**config.mk**
```make
export PLATFORM = sky130hd
export DESIGN_NAME = jam_cost_table_flat
export DESIGN_NICKNAME = d
export VERILOG_FILES = /design/src/rtl/jam_pkg.sv /design/src/rtl/jam_cost_table_if.sv /design/src/rtl/jam_cost_table_row_min.sv /design/src/rtl/jam_cost_table.sv /design/src/flat_wrapper.sv
export SDC_FILE = /design/constraint.sdc
export NUM_CORES = 1
export LEC_CHECK = 0
export ABC_AREA = 1
export BUFFER_PORTS_ARGS = -buffer_cell sky130_fd_sc_hd__buf_2
export CORE_MARGIN = 4
export CORE_UTILIZATION = 30
export DETAILED_ROUTE_END_ITERATION = 10
export GPL_TIMING_DRIVEN = 0
export PLACE_DENSITY = 0.45
export SLEW_MARGIN = 10
export SYNTH_ARGS = -nofsm -noshare
export SYNTH_HDL_FRONTEND = slang
export SYNTH_HIERARCHICAL = 1
export SYNTH_SLANG_ARGS = --single-unit
```
**constraint.sdc**
```tcl
create_clock -name CLK -period 1.6 [get_ports CLK]
set_input_delay 0.16 -clock CLK [delete_from_list [all_inputs] [get_ports CLK]]
set_output_delay 0.16 -clock CLK [all_outputs]
set_load 0.05 [all_outputs]
```
**src/rtl/jam_pkg.sv**
```systemverilog
// Shared constants, FSM state type and address helper for the jam cost table.
//   N      : workers = jobs, matrix is N x N
//   IDX_W  : width of a W/J index
//   COST_W : width of one cost word
//   SUM_W  : width of the row-minimum sum
//   ADDR_W : width of a flat matrix address
package jam_pkg;
  localparam int N      = 8;
  localparam int IDX_W  = 3;
  localparam int COST_W = 7;
  localparam int SUM_W  = 10;
  localparam int ADDR_W = 2 * IDX_W;

  typedef enum logic {ST_LOAD, ST_READY} jam_state_e;

  // Flat row-major address of cost(w, j).
  function automatic logic [ADDR_W-1:0] idx(input logic [IDX_W-1:0] w,
                                            input logic [IDX_W-1:0] j);
    return ADDR_W'(w) * ADDR_W'(N) + ADDR_W'(j);
  endfunction
endpackage

```
**src/rtl/jam_cost_table_if.sv**
```systemverilog
// Valid/ready cost-word stream feeding the jam cost table.
//   in_valid : word valid (master -> slave)
//   in_ready : table accepting words (slave -> master)
//   in_data  : cost word, row-major order
interface jam_cost_table_if;
  import jam_pkg::*;
  logic              in_valid;
  logic              in_ready;
  logic [COST_W-1:0] in_data;

  modport master (output in_valid, output in_data, input in_ready);
  modport slave  (input in_valid, input in_data, output in_ready);
endinterface

```
**src/rtl/jam_cost_table_row_min.sv**
```systemverilog
// Streaming row-minimum accumulator (built only with JAM_ROW_MIN_EN).
//   CLK, RST : clock, synchronous active-high reset
//   clr_i    : clear running state (reload)
//   en_i     : a word is being transferred this cycle
//   col_i    : column of the current word (cnt % N)
//   data_i   : current cost word
//   acc_d_o  : accumulator value after this cycle's word
module jam_row_min
  import jam_pkg::*;
(
  input  logic              CLK,
  input  logic              RST,
  input  logic              clr_i,
  input  logic              en_i,
  input  logic [IDX_W-1:0]  col_i,
  input  logic [COST_W-1:0] data_i,
  output logic [SUM_W-1:0]  acc_d_o
);
  logic [COST_W-1:0] rmin_q, rmin_d, cur_min;
  logic [SUM_W-1:0]  acc_q, acc_d;

  always_comb begin
    cur_min = (col_i == '0) ? data_i : ((data_i < rmin_q) ? data_i : rmin_q);
    rmin_d  = rmin_q;
    acc_d   = acc_q;
    if (en_i) begin
      rmin_d = cur_min;
      if (col_i == IDX_W'(N - 1))
        acc_d = acc_q + SUM_W'(cur_min);
    end
  end

  always_ff @(posedge CLK) begin
    if (RST || clr_i) begin
      rmin_q <= '0;
      acc_q  <= '0;
    end else begin
      rmin_q <= rmin_d;
      acc_q  <= acc_d;
    end
  end

  assign acc_d_o = acc_d;
endmodule

```
**src/rtl/jam_cost_table.sv**
```systemverilog
// Cost-matrix loader and lookup table for the job-assignment search engine.
// Accepts N*N cost words over a valid/ready stream, holds the engine in reset
// until the matrix is complete, then freezes and serves combinational lookups.
//   CLK, RST    : clock, synchronous active-high reset
//   s           : cost-word stream (slave side)
//   reload      : pulse; discard table and restart loading
//   W, J        : lookup indices from the engine
//   Cost        : mem[W*N+J], zero latency
//   jam_rst     : engine reset, registered
//   load_done   : table complete and frozen
//   lower_bound : sum of per-row minima (JAM_ROW_MIN_EN), else 0
// Optional feature macro: JAM_ROW_MIN_EN
module jam_cost_table
  import jam_pkg::*;
(
  input  logic              CLK,
  input  logic              RST,
  jam_cost_table_if.slave   s,
  input  logic              reload,
  input  logic [IDX_W-1:0]  W,
  input  logic [IDX_W-1:0]  J,
  output logic [COST_W-1:0] Cost,
  output logic              jam_rst,
  output logic              load_done,
  output logic [SUM_W-1:0]  lower_bound
);
  logic [COST_W-1:0] mem [N*N];
  jam_state_e        state_q;
  logic [ADDR_W-1:0] cnt_q;
  logic              in_ready_q, jam_rst_q, load_done_q;
  logic              xfer, last;

  // in_ready_q is high exactly in ST_LOAD, so it qualifies the transfer alone.
  assign xfer = s.in_valid && in_ready_q;
  assign last = (cnt_q == ADDR_W'(N * N - 1));

`ifdef JAM_ROW_MIN_EN
  logic [SUM_W-1:0] acc_d;
  logic [SUM_W-1:0] lb_q;

  jam_row_min u_row_min (
    .CLK     (CLK),
    .RST     (RST),
    .clr_i   (reload),
    .en_i    (xfer),
    .col_i   (cnt_q[IDX_W-1:0]),
    .data_i  (s.in_data),
    .acc_d_o (acc_d)
  );

  always_ff @(posedge CLK) begin
    if (RST || reload)
      lb_q <= '0;
    else if (xfer && last)
      lb_q <= acc_d;
  end

  assign lower_bound = lb_q;
`else
  assign lower_bound = '0;
`endif

  always_ff @(posedge CLK) begin
    if (RST || reload) begin
      state_q     <= ST_LOAD;
      cnt_q       <= '0;
      in_ready_q  <= 1'b1;
      jam_rst_q   <= 1'b1;
      load_done_q <= 1'b0;
    end else begin
      case (state_q)
        ST_LOAD: begin
          if (xfer) begin
            if (last) begin
              state_q     <= ST_READY;
              cnt_q       <= '0;
              in_ready_q  <= 1'b0;
              jam_rst_q   <= 1'b0;
              load_done_q <= 1'b1;
            end else begin
              cnt_q <= cnt_q + 1'b1;
            end
          end
        end
        ST_READY: ;
        default: begin
          state_q     <= ST_LOAD;
          cnt_q       <= '0;
          in_ready_q  <= 1'b1;
          jam_rst_q   <= 1'b1;
          load_done_q <= 1'b0;
        end
      endcase
    end
  end

  // Storage is never cleared; a word coinciding with reload or RST is dropped.
  always_ff @(posedge CLK) begin
    if (!RST && !reload && xfer)
      mem[cnt_q] <= s.in_data;
  end

  assign s.in_ready = in_ready_q;
  assign jam_rst    = jam_rst_q;
  assign load_done  = load_done_q;
  assign Cost       = mem[idx(W, J)];
endmodule
```
**src/flat_wrapper.sv**
```systemverilog
// flat-port wrapper written by rule: the top's interface ports become plain ports
module jam_cost_table_flat import jam_pkg::*;
  (CLK, RST, reload, W, J, Cost, jam_rst, load_done, lower_bound, s_in_valid, s_in_data, s_in_ready);
  jam_cost_table_if s_i ();
  input  logic CLK;
  input  logic RST;
  input  logic reload;
  input  logic [IDX_W-1:0] W;
  input  logic [IDX_W-1:0] J;
  output logic [COST_W-1:0] Cost;
  output logic jam_rst;
  output logic load_done;
  output logic [SUM_W-1:0] lower_bound;
  input wire logic [$bits(s_i.in_valid)-1:0] s_in_valid;
  input wire logic [$bits(s_i.in_data)-1:0] s_in_data;
  output wire logic [$bits(s_i.in_ready)-1:0] s_in_ready;
  assign s_i.in_valid = s_in_valid;
  assign s_i.in_data = s_in_data;
  assign s_in_ready = s_i.in_ready;
  jam_cost_table u_core (.CLK(CLK), .RST(RST), .s(s_i), .reload(reload), .W(W), .J(J), .Cost(Cost), .jam_rst(jam_rst), .load_done(load_done), .lower_bound(lower_bound));
endmodule
```
==> flow_metrics.tcl <==
set metrics [dict create \
    first_pass_iters 5 \
    yosys.area_share.simple 0.2358 \
    power_density_mw_per_mm2 1083 \
    cts_root_buffer "clkbuf_16" \
    grt_max_degree 65 \
    clkTransAtPathRegs_ns 0.06 \
    die_h_um 258.8 \
    r2r_slack_ns -0.13 \
    synth_top_area_frac 0.7130 \
    crit_fanout 10 \
    hp-class "primary input to flip-flop" \
    arrival_ns 1.87 \
    drc 0 \
    antenna_found_initial 1 \
    synth_edf_count 448 \
    syn_area_sq_mm 0.01887 \
    vdd.ir_drop.worst_mv 0.6826 \
    fin_nets 1807 \
    syn_avg_cell_area_sq_um 11.52 \
    place_area_sq_mm 0.02031 \
    status "complete, but fails checks" \
    final_area_sq_mm 0.02427 \
    dpl.hpwl_um 40220 \
    violations "negative setup slack" \
    post-synth-top-count-cell "nand2_1" \
    io_pins 37 \
    wire_per_inst_um 23.16 \
    maxCapViolations 0 \
    grt_remaining_overflow 0 \
    clk_latency_ns 0.59 \
    path_delay_family "buffers and inverters" \
    slew_violations 0 \
    p_switching_uw 6201 \
    pwr-share-comb 0.085 \
    min_period_over_period 1.271 \
    grt_pass1_vias 12630 \
    cts_htree_levels 2 \
    cts_buffers 52 \
    yosysTopAreaCell "edfxtp_1" \
    crit_buf_inv 5 \
    num_rows 91 \
    p_int_uw 20090 \
    synth_mux_area_frac 0 \
    synth-xor-area-share 0.0004642 \
    clkSinkCount 457 \
    synth-compound-area-share 0.003316 \
    crit_path_end_kind "output port" \
    grt_use_total 0.1814 \
    sw_frac_of_total 0.2359 \
    drt_iter0_markers 1158 \
    slew_headroom 0.4427 \
    cts_tree "yes" \
    worst_path_max_delay_cell "clkbuf_4" \
    cts_buffer_depth 3 \
    cp.required_ns 1.44 \
    fin_skew_ns 0.01649 \
    synthAdderAreaFrac 0.0006631 \
    tightestPinTransition_ns 0.8360 \
    vias 13120 \
    synth_common_cells "576 x nand2_1, 448 x edfxtp_1, 389 x nand3_1" \
    netlist_top_cells_area "edfxtp_1 71%, nand2_1 11%, nand3_1 10%" \
    synthCells 1638 \
    ys.flop_type "edfxtp_1" \
    finalWirelength_um 61660 \
    grt_setup_unrepaired "yes" \
    dieArea_sq_mm 0.06697 \
    p_leak_uw 0.008594 \
    setup_violations 312 \
    numPortBuffers 23 \
    synth.yosys.seq_area_share 0.7225 \
    viasPerCell 4.927 \
    worstPathCellList "buf_2 -> inv_2 -> buf_4 -> clkbuf_4 -> nand3_1 -> nand3_4 -> nand2_4 -> nand2_1 -> nand3_1 -> nand3_2 -> nand2_4 -> buf_8" \
    final-hold-violation-count 0 \
    die_width_um 258.8 \
    tns_ns -23.45 \
    postRouteAntennaNets 0 \
    fp.coreArea_sq_mm 0.06194 \
    fmax_mhz 491.6 \
    synth_top_family_by_area "simple AND/OR/NAND/NOR gates" \
    p_total_uw 26290 \
    yosys_register_bits 457 \
    gp_congestion 0.8464 \
    async_reset_ff_frac 0 \
    critPathMaxStageDelay_ns 0.30 \
    area_growth_pct 28.62 \
    antennaDiodeCount 0 \
    grt_pass1_wl_um 88380 \
    synth-warning-count 6 \
    hold_ws_ns 0.1395 \
    crit_type "primary input to output port" \
    ys_types 26 \
    initial_core_util 0.3046 \
    worst_slack_ns -0.4342 \
    finalCriticalPeriod_ns 2.034 \
    clockPowerShare 0.415 \
    drive_above_1_share 0.2924 \
    fillers 6022 \
    start_kind "primary input" \
    fin_util 0.3918 \
    p_seq_frac 0.500 \
]
-- power by group through the flow --
stage / clock network (uW) / registers (uW) / logic, uW
3_3_place_gp: 0 / 13400 / 1820
4_1_cts: 11200 / 13100 / 2140
6_report: 10900 / 13100 / 2230
3_5_place_dp: 0 / 13400 / 1870
5_1_grt: 11700 / 13100 / 2380
2_1_floorplan: 0 / 13400 / 985
-- metrics by stage --
step	setup slack, ns	std cells
after floorplan	-0.1944	1647
after global placement	-1.636	2507
after detailed placement	-1.645	2512
after CTS	-0.4836	2651
after global routing	-0.5174	2663
final	-0.4342	2663
-- path summary, 6_finish.rpt --
check,start,end,cells after the start
worst max register to register,u_core/jam_rst$_SDFFE_PP1P_,u_core/mem[36][2]$_DFFE_PP_,7
worst max-delay path,J[1],Cost[2],12
worst min register to register,u_core/state_q$_SDFF_PP0_,u_core/state_q$_SDFF_PP0_,1
worst min-delay path,s_in_data[5],u_core/mem[28][5]$_DFFE_PP_,2
-- routing by layer --
layer  routed length (um)  GRT usage
met2                28400     0.2856
met4                 1731    0.05532
met3                 3417    0.02277
met1                28100     0.2635
met5                   13          0
-- registers in the layout, summed over array words and instances, names as in the netlist --
name              count
u_core/mem          448
u_core/cnt_q          6
u_core/state_q        1
u_core/load_done      1
u_core/jam_rst        1
-- repair_timing --
item,4_1_cts,5_1_grt
gates resized for setup,328,116
setup endpoints to repair,457,457
hold endpoints to repair,73,5
hold buffers,6,2
pin swaps,111,100
buffers inserted,44,11
-- cell families after synthesis --
kind of cell | count (synthesis)
buf+inv | 120
other cells | 1
simple gates | 1047
compound gates | 11
flops | 457
xor+xnor | 1
fa+ha+maj | 1
-- area by class of cell --
cell class | instances | area [sq um] | area share
sequential | 457 | 13650 | 0.5625
multi-input combinational | 1070 | 6165 | 0.2540
clock buffer | 62 | 1360 | 0.05604
timing repair buffer | 88 | 1100 | 0.04532
tap | 837 | 1047 | 0.04315
buffer | 105 | 696.9 | 0.02872
clock inverter | 29 | 176.4 | 0.007270
inverter | 15 | 72.57 | 0.002990
-- cell usage in the layout, fill, tap and decap left out, types with 2 or more instances in the layout --
cell             n
bufinv_16        2
clkinv_2         9
a21oi_1          4
inv_4            2
nand3_4         13
o21ai_0          4
clkinvlp_4       4
nor2_4          67
nand4_1          7
clkinv_1        17
nor2_1           4
nand2_2         35
nand3_2        142
buf_8           10
buf_6           39
buf_1            4
buf_2           50
conb_1          10
nor2_2           2
dfxtp_1          3
edfxtp_1       448
buf_4           43
nand2_1        523
dfxtp_2          2
clkbuf_1        12
nand2_4         18
clkbuf_2         8
buf_12          16
nand3_1        234
inv_2            2
clkbuf_16       53
buf_16           4
a211oi_1         2
dfxtp_4          4
clkbuf_4         9
inv_1            8
dlygate4sd3_1    7
No activity file was read; power rests on OpenSTA's default activity.
